### src/rtl/tdm_pkg.sv
// Shared definitions for the TDM demultiplexer: FSM state type, default slot count,
// and a helper for sizing slot indices.
package tdm_pkg;

  localparam int unsigned TDM_SLOTS_DEFAULT = 8;

  typedef enum logic {
    IDLE    = 1'b0,
    COLLECT = 1'b1
  } tdm_state_e;

  // Slot index width, never narrower than one bit.
  function automatic int unsigned slotWidth(input int unsigned n);
    return (n <= 2) ? 1 : $clog2(n);
  endfunction

endpackage

### src/rtl/tdm_slot_cnt.sv
// Slot counter for the TDM demultiplexer: counts captured slots, wraps after N-1,
// supports synchronous clear to 0 or load to 1 on a frame sync.
module tdm_slot_cnt
  import tdm_pkg::*;
#(
  parameter int unsigned N  = TDM_SLOTS_DEFAULT,
  parameter int unsigned SW = slotWidth(N)
) (
  input  logic          clk,
  input  logic          rst_n,
  input  logic          en_i,
  input  logic          load1_i,
  input  logic          clr_i,
  output logic [SW-1:0] slot_o,
  output logic          tc_o
);

  logic [SW-1:0] slot_q;
  logic [SW-1:0] slot_d;

  assign tc_o   = (slot_q == SW'(N - 1));
  assign slot_o = slot_q;

  // A frame sync outranks advancing; clear outranks both.
  always_comb begin
    slot_d = slot_q;
    if (clr_i) begin
      slot_d = '0;
    end else if (load1_i) begin
      slot_d = SW'(1);
    end else if (en_i) begin
      slot_d = tc_o ? '0 : slot_q + SW'(1);
    end
  end

  always_ff @(posedge clk or negedge rst_n) begin
    if (!rst_n) begin
      slot_q <= '0;
    end else begin
      slot_q <= slot_d;
    end
  end

endmodule

### src/rtl/tdm_demux_8.sv
// Serial-to-parallel TDM demultiplexer: gathers N qualified serial bits into a frame
// and hands completed frames to a valid/ready consumer, flagging drops and resyncs.
module tdm_demux_8
  import tdm_pkg::*;
#(
  parameter int unsigned N  = TDM_SLOTS_DEFAULT,
  parameter int unsigned SW = slotWidth(N)
) (
  input  logic          clk,
  input  logic          rst_n,
  input  logic          din,
  input  logic          din_valid,
  input  logic          start,
  output logic [SW-1:0] slot,
  output logic [N-1:0]  dout,
  output logic          dout_valid,
  input  logic          dout_ready,
  output logic          overrun,
  output logic          sync_err
);

  tdm_state_e   state_q;
  logic [N-1:0] buf_q;
  logic [N-1:0] buf_d;
  logic [N-1:0] dout_q;
  logic         dout_valid_q;
  logic         overrun_q;
  logic         sync_err_q;

  logic [SW-1:0] slot_w;
  logic          tc_w;
  logic          syncCap;
  logic          advance;
  logic          complete;
  logic          loadOut;

  assign syncCap  = din_valid && start;
  assign advance  = din_valid && !start && (state_q == COLLECT);
  assign complete = advance && tc_w;
  assign loadOut  = complete && (!dout_valid_q || dout_ready);

  tdm_slot_cnt #(
    .N  (N),
    .SW (SW)
  ) u_slot_cnt (
    .clk     (clk),
    .rst_n   (rst_n),
    .en_i    (advance),
    .load1_i (syncCap),
    .clr_i   (1'b0),
    .slot_o  (slot_w),
    .tc_o    (tc_w)
  );

  // A sync restarts the buffer from scratch so stale bits of a broken frame never leak.
  always_comb begin
    buf_d = buf_q;
    if (syncCap) begin
      buf_d    = '0;
      buf_d[0] = din;
    end else if (advance) begin
      buf_d[slot_w] = din;
    end
  end

  always_ff @(posedge clk or negedge rst_n) begin
    if (!rst_n) begin
      state_q      <= IDLE;
      buf_q        <= '0;
      dout_q       <= '0;
      dout_valid_q <= 1'b0;
      overrun_q    <= 1'b0;
      sync_err_q   <= 1'b0;
    end else begin
      overrun_q  <= 1'b0;
      sync_err_q <= 1'b0;
      buf_q      <= buf_d;

      if (syncCap) begin
        state_q    <= COLLECT;
        sync_err_q <= (state_q == COLLECT);
      end else if (complete) begin
        state_q <= IDLE;
      end

      // A fresh frame may replace the one being handed off in the same cycle.
      if (loadOut) begin
        dout_q       <= buf_d;
        dout_valid_q <= 1'b1;
      end else begin
        if (complete) begin
          overrun_q <= 1'b1;
        end
        if (dout_valid_q && dout_ready) begin
          dout_valid_q <= 1'b0;
        end
      end
    end
  end

  assign slot       = slot_w;
  assign dout       = dout_q;
  assign dout_valid = dout_valid_q;
  assign overrun    = overrun_q;
  assign sync_err   = sync_err_q;

endmodule

### config.mk
export PLATFORM = sky130hd
export DESIGN_NAME = tdm_demux_8
export DESIGN_NICKNAME = d
export VERILOG_FILES = /design/src/rtl/tdm_pkg.sv /design/src/rtl/tdm_slot_cnt.sv /design/src/rtl/tdm_demux_8.sv
export SDC_FILE = /design/constraint.sdc
export NUM_CORES = 1
export LEC_CHECK = 0
export CORE_UTILIZATION = 50
export CTS_CLUSTER_DIAMETER = 60
export DETAILED_ROUTE_END_ITERATION = 12
export GPL_ROUTABILITY_DRIVEN = 0
export HOLD_SLACK_MARGIN = 0.12
export PLACE_DENSITY = 0.81
export SKIP_LAST_GASP = 1
export SLEW_MARGIN = 20
export SYNTH_ARGS = -nofsm -noshare
export SYNTH_HDL_FRONTEND = slang
export SYNTH_HIERARCHICAL = 1
export SYNTH_SLANG_ARGS = --single-unit
### constraint.sdc
create_clock -name clk -period 4.5 [get_ports clk]
set_clock_uncertainty 0.1 [all_clocks]
set_input_delay 1.35 -clock clk [delete_from_list [all_inputs] [get_ports clk]]
set_output_delay 1.35 -clock clk [all_outputs]
set_load 0.03 [all_outputs]
Word level (Yosys, flattened, before mapping)
Index checks and enable logic that the tools add are counted.
Widths: inputs -> output; s select.
- input bits: 6
- output and inout port bits: 14
- word-level logic and storage cells: 39
- register bits after elaboration: 23
- order comparisons: 2
- mux-type cells: 15
- equal/unequal tests: 1
- reduce and logical (&&, ||, !) cells: 13
- $add $sub $neg: 1
- operators with widths (kind ; number):
    $mux 8 ; 2
    $mux 3 ; 3
    $bwmux 8 ; 1
    $mux 1 ; 8
    $logic_and 1x1->1 ; 7
    $reduce_bool 2->1 ; 3
    $lt 3x4->1 const B ; 1
    $add 3x1->3 const B ; 1
    $demux 1 s3 ; 1
    $eq 3x3->1 const B ; 1
    $ge 3x1->1 const B ; 1
    $logic_not 1->1 ; 2
    $logic_or 1x1->1 ; 1

Longest topological paths before layout
Gate-level depths: netlist of the first run.
- word-level depth: 7
- depth in mapped cells: 6
- depth with buffers taken out: 5

Cells and area by module
Netlist of the first run, hierarchy kept.
- by module, submodules not included (module ; times used ; area each (µm²) ; seq. area each (µm²) ; cells each):
    tdm_demux_8 ; 1 ; 914.6 ; 500.5 ; 83
    tdm_slot_cnt ; 1 ; 155.1 ; 75.1 ; 13

Worst setup path before layout of the first run
Ideal clock, no wire load.
- path kind: input to register
- start: input din_valid
- end: register dout_q[0], in the netlist dout[0]
- data arrival time: 2241 ps
- library setup time: 125 ps
- stages on the path: 5
- setup slack: 2034 ps
- required time: 4275 ps
- path buffers: 2
- cell sequence: buf_4 and3b_2 nand3_2 buf_6 mux2_4
- longest elaborated chain between the ends: 4
- elaborated cells between the ends (all ways): 7
- classes of those cells: mux: 2; reduce/logical: 5
- RTL lines (what ; line ; source):
    start, declared ; tdm_demux_8.sv:12 ; input logic din_valid,
    $logic_and 1x1->1 * (2 in a row) ; tdm_demux_8.sv:38 ; assign advance = din_valid && !start && (state_q == COLLECT);
    net advance ; tdm_demux_8.sv:33 ; logic advance;
    $mux 8 or $logic_and 1x1->1 (tied branches) ; tdm_demux_8.sv:61, tdm_demux_8.sv:39 ;
    $mux 8 or $logic_and 1x1->1 (tied branches) ; tdm_demux_8.sv:58, tdm_demux_8.sv:40 ;
    end signal, assigned ; tdm_demux_8.sv:88 ; dout_q <= buf_d;
    end, declared ; tdm_demux_8.sv:25 ; logic [N-1:0] dout_q;
Mark *: on every way through the listed nets, which the timed path passes. The rest lies on a longest branch.
A chain may end at the register's enable or synchronous reset.

Final worst setup path of the first run
- start: register u_slot_cnt.slot_q[0], in the netlist u_slot_cnt/slot_o[0]
- end: output slot[0]
- RTL lines (what ; line ; source):
    start, declared ; tdm_slot_cnt.sv:18 ; logic [SW-1:0] slot_q;
    start signal, assigned ; tdm_slot_cnt.sv:40 ; slot_q <= slot_d;
    end, declared ; tdm_demux_8.sv:14 ; output logic [SW-1:0] slot,
No word-level cell between the ends.

==> results.sh, run 1 <==
export IMPL_clk_latency_ns=0.31
export IMPL_grt_overflow_total=0
export IMPL_cts_tree="yes"
export IMPL_dieArea_mm2=0.002329
export IMPL_drive_gt1_share_pct=8.475
export IMPL_die_h_um=48.26
export IMPL_clock_fmax_mhz=321.3
export IMPL_antenna_found_initial=0
export IMPL_grt_usage_pct=19.38
export IMPL_hold_buffers=0
export IMPL_cts_repair_resized=0
export IMPL_ant_nets=0
export IMPL_core_mm2=0.001982
export IMPL_cts_sinks=23
export IMPL_syn_avg_cell_area_um2=11.14
export IMPL_fin_util_pct=65.59
export IMPL_post_cts_setup_buffers=0
export IMPL_port_buffers=19
export IMPL_hpwl_mm=1.293
export IMPL_slew_violations=0
export IMPL_status="completed"
export IMPL_grt_pass1_wl_mm=3.056
export IMPL_first_pass_iters=4
export IMPL_setup_tns_final_ns=0
export IMPL_die_w_um=48.26
export IMPL_start_kind="flop"
export IMPL_path_class="reg -> out"
export IMPL_fin_nets=127
export IMPL_worstPathCellList="clkdlybuf4s50_1"
export IMPL_end_kind="output port"
export IMPL_postSynthCellCount=96
export IMPL_post_route_period_util_pct=69.17
export IMPL_cts_buffer_depth=2
export IMPL_worstPathMaxFanout=12
export IMPL_routed_via_count=752
export IMPL_syn_cell_area_mm2=0.001070
export IMPL_hp_class="reg -> reg"
export IMPL_path_buf_inv=1
export IMPL_vdd_drop_max_uv=209.4
export IMPL_period_needed_ns=3.113
export IMPL_synth_warnings=6
export IMPL_drtIter0Drc=13
export IMPL_crit_required_ns=3.05
export IMPL_wl_mm=1.769
export IMPL_hold_violations=0
export IMPL_rsz0062_at_grt="no"
export IMPL_maxCapViolCount=0
export IMPL_fillers=158
export IMPL_root_buffer="clkbuf_4"
export IMPL_cp_top_family="buffers and inverters"
export IMPL_cts_buffers_inserted=3
export IMPL_dp_slack_ns=1.327
export IMPL_powerDensity_mw_per_mm2=261.2
export IMPL_cts_clk_slew_worst_paths_ns=0.12
export IMPL_yosysSeqAreaShare_pct=53.80
export IMPL_viasPerCell=5.186
export IMPL_start_util_pct=53.98
export IMPL_crit_path_top_delay_cell="clkdlybuf4s50_1"
export IMPL_rows=16
export IMPL_grt_pass1_vias=673
export IMPL_critPathArrivalTime_ns=1.66
export IMPL_drc=0
export IMPL_synth_seq_cells=23
export IMPL_num_antenna_cells=0
export IMPL_io_pins=20
export IMPL_cellLeakagePower_nw=0.6398
export IMPL_slowest_delay_ns=0.75
export IMPL_finalSetupViolCount=0
export IMPL_wl_per_cell_um=12.20
export IMPL_synth_cell_types=32
export IMPL_syn_to_final_growth_pct=21.52
export IMPL_grt_max_degree=24
export IMPL_h_tree_depth=1
export IMPL_layout_setup_ws_ns=1.387
tightest hold or removal path: stages, from the launching register on:
cell and delay, ns:
dfrtp_1 0.36, nand2_1 0.05, o21ai_1 0.06
flip-flops by register name, indices dropped and copies added, names as in the netlist:
| register | count |
|---|---|
| dout_valid | 1 |
| state_q | 1 |
| sync_err | 1 |
| dout | 8 |
| buf_q | 8 |
| u_slot_cnt/slot_o | 3 |
| overrun | 1 |
report_power, final:
group          switching, mW  internal (mW)
combinational         0.0182         0.0131
sequential           0.00417          0.210
clock                 0.0592         0.0347
routing by layer:
| layer | global-route usage [%] | part of all wire, % | routed length, µm | vias up |
|---|---|---|---|---|
| li1 | - | - | - | 373 |
| met1 | 25.00 | 49 | 858 | 354 |
| met2 | 31.20 | 46 | 807 | 23 |
| met3 | 4.444 | 4.0 | 71 | 2 |
| met4 | 8.333 | 1.9 | 33 | 0 |
| met5 | 0 | 0 | 0 | - |
cell usage in the layout (no fill, tap or decap), drive strengths merged:
cell           count
inv                6
o211ai             1
nand3b             3
mux2i             11
nand4b             1
nor2               8
clkdlybuf4s50     18
nor3               3
nand2b             3
mux2               2
a21oi              1
or3b               1
clkbuf             4
nor3b              1
nand2             12
nand3              2
nor4b              1
dfrtp             23
and3b              1
ha                 2
conb               3
a31oi              1
and3               1
or3                1
o311ai             1
o21ai              5
and4bb             1
buf                1
Yosys cell counts (all sizes together):
master / count / area share (%)
nand2: 12 / 4.2
nor3b: 1 / 1.2
o21ai: 5 / 2.3
conb: 1 / 0.35
inv: 6 / 2.1
a31oi: 1 / 0.59
dfrtp: 23 / 54
o311ai: 1 / 0.82
mux2: 2 / 2.5
or3: 1 / 0.59
nor2: 8 / 2.8
nand3b: 3 / 2.1
nor4b: 1 / 0.82
nand3: 2 / 1.4
and3: 1 / 0.59
and4bb: 1 / 1.2
nand4b: 1 / 1.4
o211ai: 1 / 0.70
buf: 2 / 1.8
and3b: 1 / 0.94
nand2b: 3 / 1.8
a21oi: 1 / 0.47
mux2i: 11 / 10
ha: 2 / 2.3
clkbuf: 1 / 0.35
nor3: 3 / 1.9
or3b: 1 / 0.82
kinds of logic (layout without fill, tap and decap cells):
logic type,after synthesis,count (layout),synth area share [%]
muxes,13,13,12.75
DFF,23,23,53.80
AOI/OAI and AO/OA,9,9,4.912
and+or+nand+nor,39,39,21.64
adders and majority gates,2,2,2.339
buffers and inverters,9,29,4.210
other,1,3,0.3505
final cells by class:
class | count | area, µm² | share of cell area, %
repair buffers | 19 | 185.2 | 14.24
multi-input cells | 66 | 456.7 | 35.13
flip-flops and latches | 23 | 575.6 | 44.27
inverters | 6 | 22.52 | 1.732
well taps | 27 | 33.78 | 2.599
clock buffers | 4 | 26.28 | 2.021
metrics by stage:
| stage | power [mW] | hold WS, ns | cells | instance area [µm²] |
|---|---|---|---|---|
| 2_1_floorplan | 0.2357 | 0.3761 | 98 | 1077 |
| 3_3_place_gp | 0.2497 | 0.3752 | 141 | 1279 |
| 3_5_place_dp | 0.2503 | 0.3825 | 141 | 1279 |
| 4_1_cts | 0.3446 | 0.4096 | 145 | 1305 |
| 5_1_grt | 0.3530 | 0.4367 | 145 | 1300 |
| 6_report | 0.3396 | 0.4026 | 145 | 1300 |
worst paths after layout:
kind / from / to / slack, ns / depth (start not counted)
max: u_slot_cnt/slot_o[0] / slot[0] / 1.39 / 1
max reg2reg: u_slot_cnt/slot_o[0] / dout[7] / 2.57 / 4
min in group asynchronous: rst_n / overrun / 0.88 / 1
min reg2reg: dout[4] / dout[4] / 0.40 / 2
max in group asynchronous: rst_n / dout[5] / 3.09 / 1
min: dout[4] / dout[4] / 0.40 / 2
(Power assumes the default switching activity.)
==> inputs of run 2 (changes only) <==
clock period = 3.1 ns   (was 4.5 ns; I/O delays follow)
==> results.sh, run 2 (same netlist as run 1, synthesis figures left out) <==
export IMPL_worstPathMaxFanout=12
export IMPL_drc=0
export IMPL_path_buf_inv=1
export IMPL_wl_per_cell_um=12.65
export IMPL_rrSetupSlack_ns=1.19
export IMPL_die_h_um=48.26
export IMPL_h_tree_depth=1
export IMPL_worstPathCellList="clkdlybuf4s50_1"
export IMPL_hp_class="reg -> reg"
export IMPL_hpwl_mm=1.341
export IMPL_path_class="reg -> out"
export IMPL_cts_buffer_depth=2
export IMPL_grt_overflow_total=0
export IMPL_placedCellCount=142
export IMPL_cp_top_family="buffers and inverters"
export IMPL_drtIter0Drc=3
export IMPL_cts_sinks=23
export IMPL_instances_no_fill=146
export IMPL_final_common_cell="dfrtp_1"
export IMPL_multi_input_area_um2=456.7
export IMPL_seq_area_um2=575.6
export IMPL_start_util_pct=53.98
export IMPL_cts_repair_resized=0
export IMPL_grt_max_degree=24
export IMPL_hold_buffers=0
export IMPL_setup_tns_final_ns=0
export IMPL_finalSetupViolCount=0
export IMPL_first_pass_iters=2
export IMPL_core_mm2=0.001982
export IMPL_wl_mm=1.847
export IMPL_rsz0062_at_grt="no"
export IMPL_drive_gt1_share_pct=9.244
export IMPL_clock_fmax_mhz=373.0
export IMPL_antenna_found_initial=0
export IMPL_cts_tree="yes"
export IMPL_powerDensity_mw_per_mm2=376.0
export IMPL_layout_setup_ws_ns=0.4193
export IMPL_hold_path_end="dout[7]"
export IMPL_start_kind="flop"
export IMPL_r2r_end="dout[7]"
export IMPL_end_kind="output port"
export IMPL_vdd_drop_max_uv=278.0
export IMPL_io_pins=20
export IMPL_rr_worst_depth=4
export IMPL_num_antenna_cells=0
export IMPL_ant_nets=0
export IMPL_status="completed"
export IMPL_cellLeakagePower_nw=0.6473
export IMPL_die_w_um=48.26
export IMPL_cts_clk_slew_worst_paths_ns=0.12
export IMPL_fillers=172
export IMPL_dp_slack_ns=0.3504
export IMPL_syn_to_final_growth_pct=22.81
export IMPL_dieArea_mm2=0.002329
export IMPL_slew_violations=0
export IMPL_hold_path_depth=1
export IMPL_crit_required_ns=2.07
export IMPL_grt_usage_pct=19.66
export IMPL_root_buffer="clkbuf_4"
export IMPL_fin_nets=128
export IMPL_cts_buffers_inserted=3
export IMPL_post_route_period_util_pct=86.47
export IMPL_crit_path_top_delay_cell="clkdlybuf4s50_1"
export IMPL_cp_startpoint="u_slot_cnt/slot_o[0]"
export IMPL_grt_pass1_vias=682
export IMPL_period_needed_ns=2.681
export IMPL_port_buffers=19
export IMPL_routed_via_count=735
export IMPL_rr_startpoint="u_slot_cnt/slot_o[0]"
export IMPL_min_delay_start="dout[7]"
export IMPL_viasPerCell=5.034
export IMPL_grt_pass1_wl_mm=2.987
export IMPL_clk_latency_ns=0.32
export IMPL_post_cts_setup_buffers=0
export IMPL_slowest_delay_ns=0.75
export IMPL_critPathArrivalTime_ns=1.65
export IMPL_layout_common_cells="dfrtp_1, clkdlybuf4s50_1, nand2_1"
export IMPL_maxCapViolCount=0
export IMPL_hold_violations=0
export IMPL_rows=16
==> run 2: cell types whose count changed in the layout (fill, tap and decap cells not counted), sizes merged <==
cell           delta
clkbuf            -1
clkdlybuf4s50     +1
clkinv            +1
==> run 2: metrics by stage <==
| stage | total power, mW | hold WS [ns] | instance area [µm²] | utilization, % |
|---|---|---|---|---|
| after floorplan | 0.3422 | 0.3761 | 1077 | - |
| after CTS | 0.5011 | 0.4112 | 1314 | 66.29 |
| after global routing | 0.5126 | 0.4380 | 1314 | 66.29 |
| final | 0.4940 | 0.4025 | 1314 | 66.29 |
| after detailed placement | 0.3646 | 0.3825 | 1286 | 64.90 |
| after global placement | 0.3632 | 0.3757 | 1286 | 64.90 |
==> run 2: metal layers <==
metal,track usage [%],wire length [µm]
met4,13.89,65
met5,0,0
met1,25.12,869
met2,29.60,834
met3,4.074,77
==> run 2: worst max-delay path by stage <==
stage	end	slack (ns)	cells past startpoint
floorplan	dout[0]	1.05	5
global placement	dout[7]	0.39	4
detailed placement	dout[7]	0.35	4
CTS	slot[0]	0.41	1
global route	slot[0]	0.35	1
finish	slot[0]	0.42	1
==> run 2: layout make-up <==
| cell class | count | share of cell area (%) |
|---|---|---|
| clock buffers | 3 | 1.714 |
| clock inverters | 1 | 0.3810 |
| well taps | 27 | 2.571 |
| inverters | 6 | 1.714 |
| repair buffers | 20 | 15.05 |
| flip-flops and latches | 23 | 43.81 |
| multi-input cells | 66 | 34.76 |
==> run 2: where the power goes <==
part	switching (mW)	total, mW	leakage (nW)	internal, mW
Combinational	0.0267	0.0473	0.333	0.0206
Clock	0.0871	0.135	0.0177	0.0483
Sequential	0.00608	0.311	0.296	0.305
Total	0.120	0.494	0.647	0.374
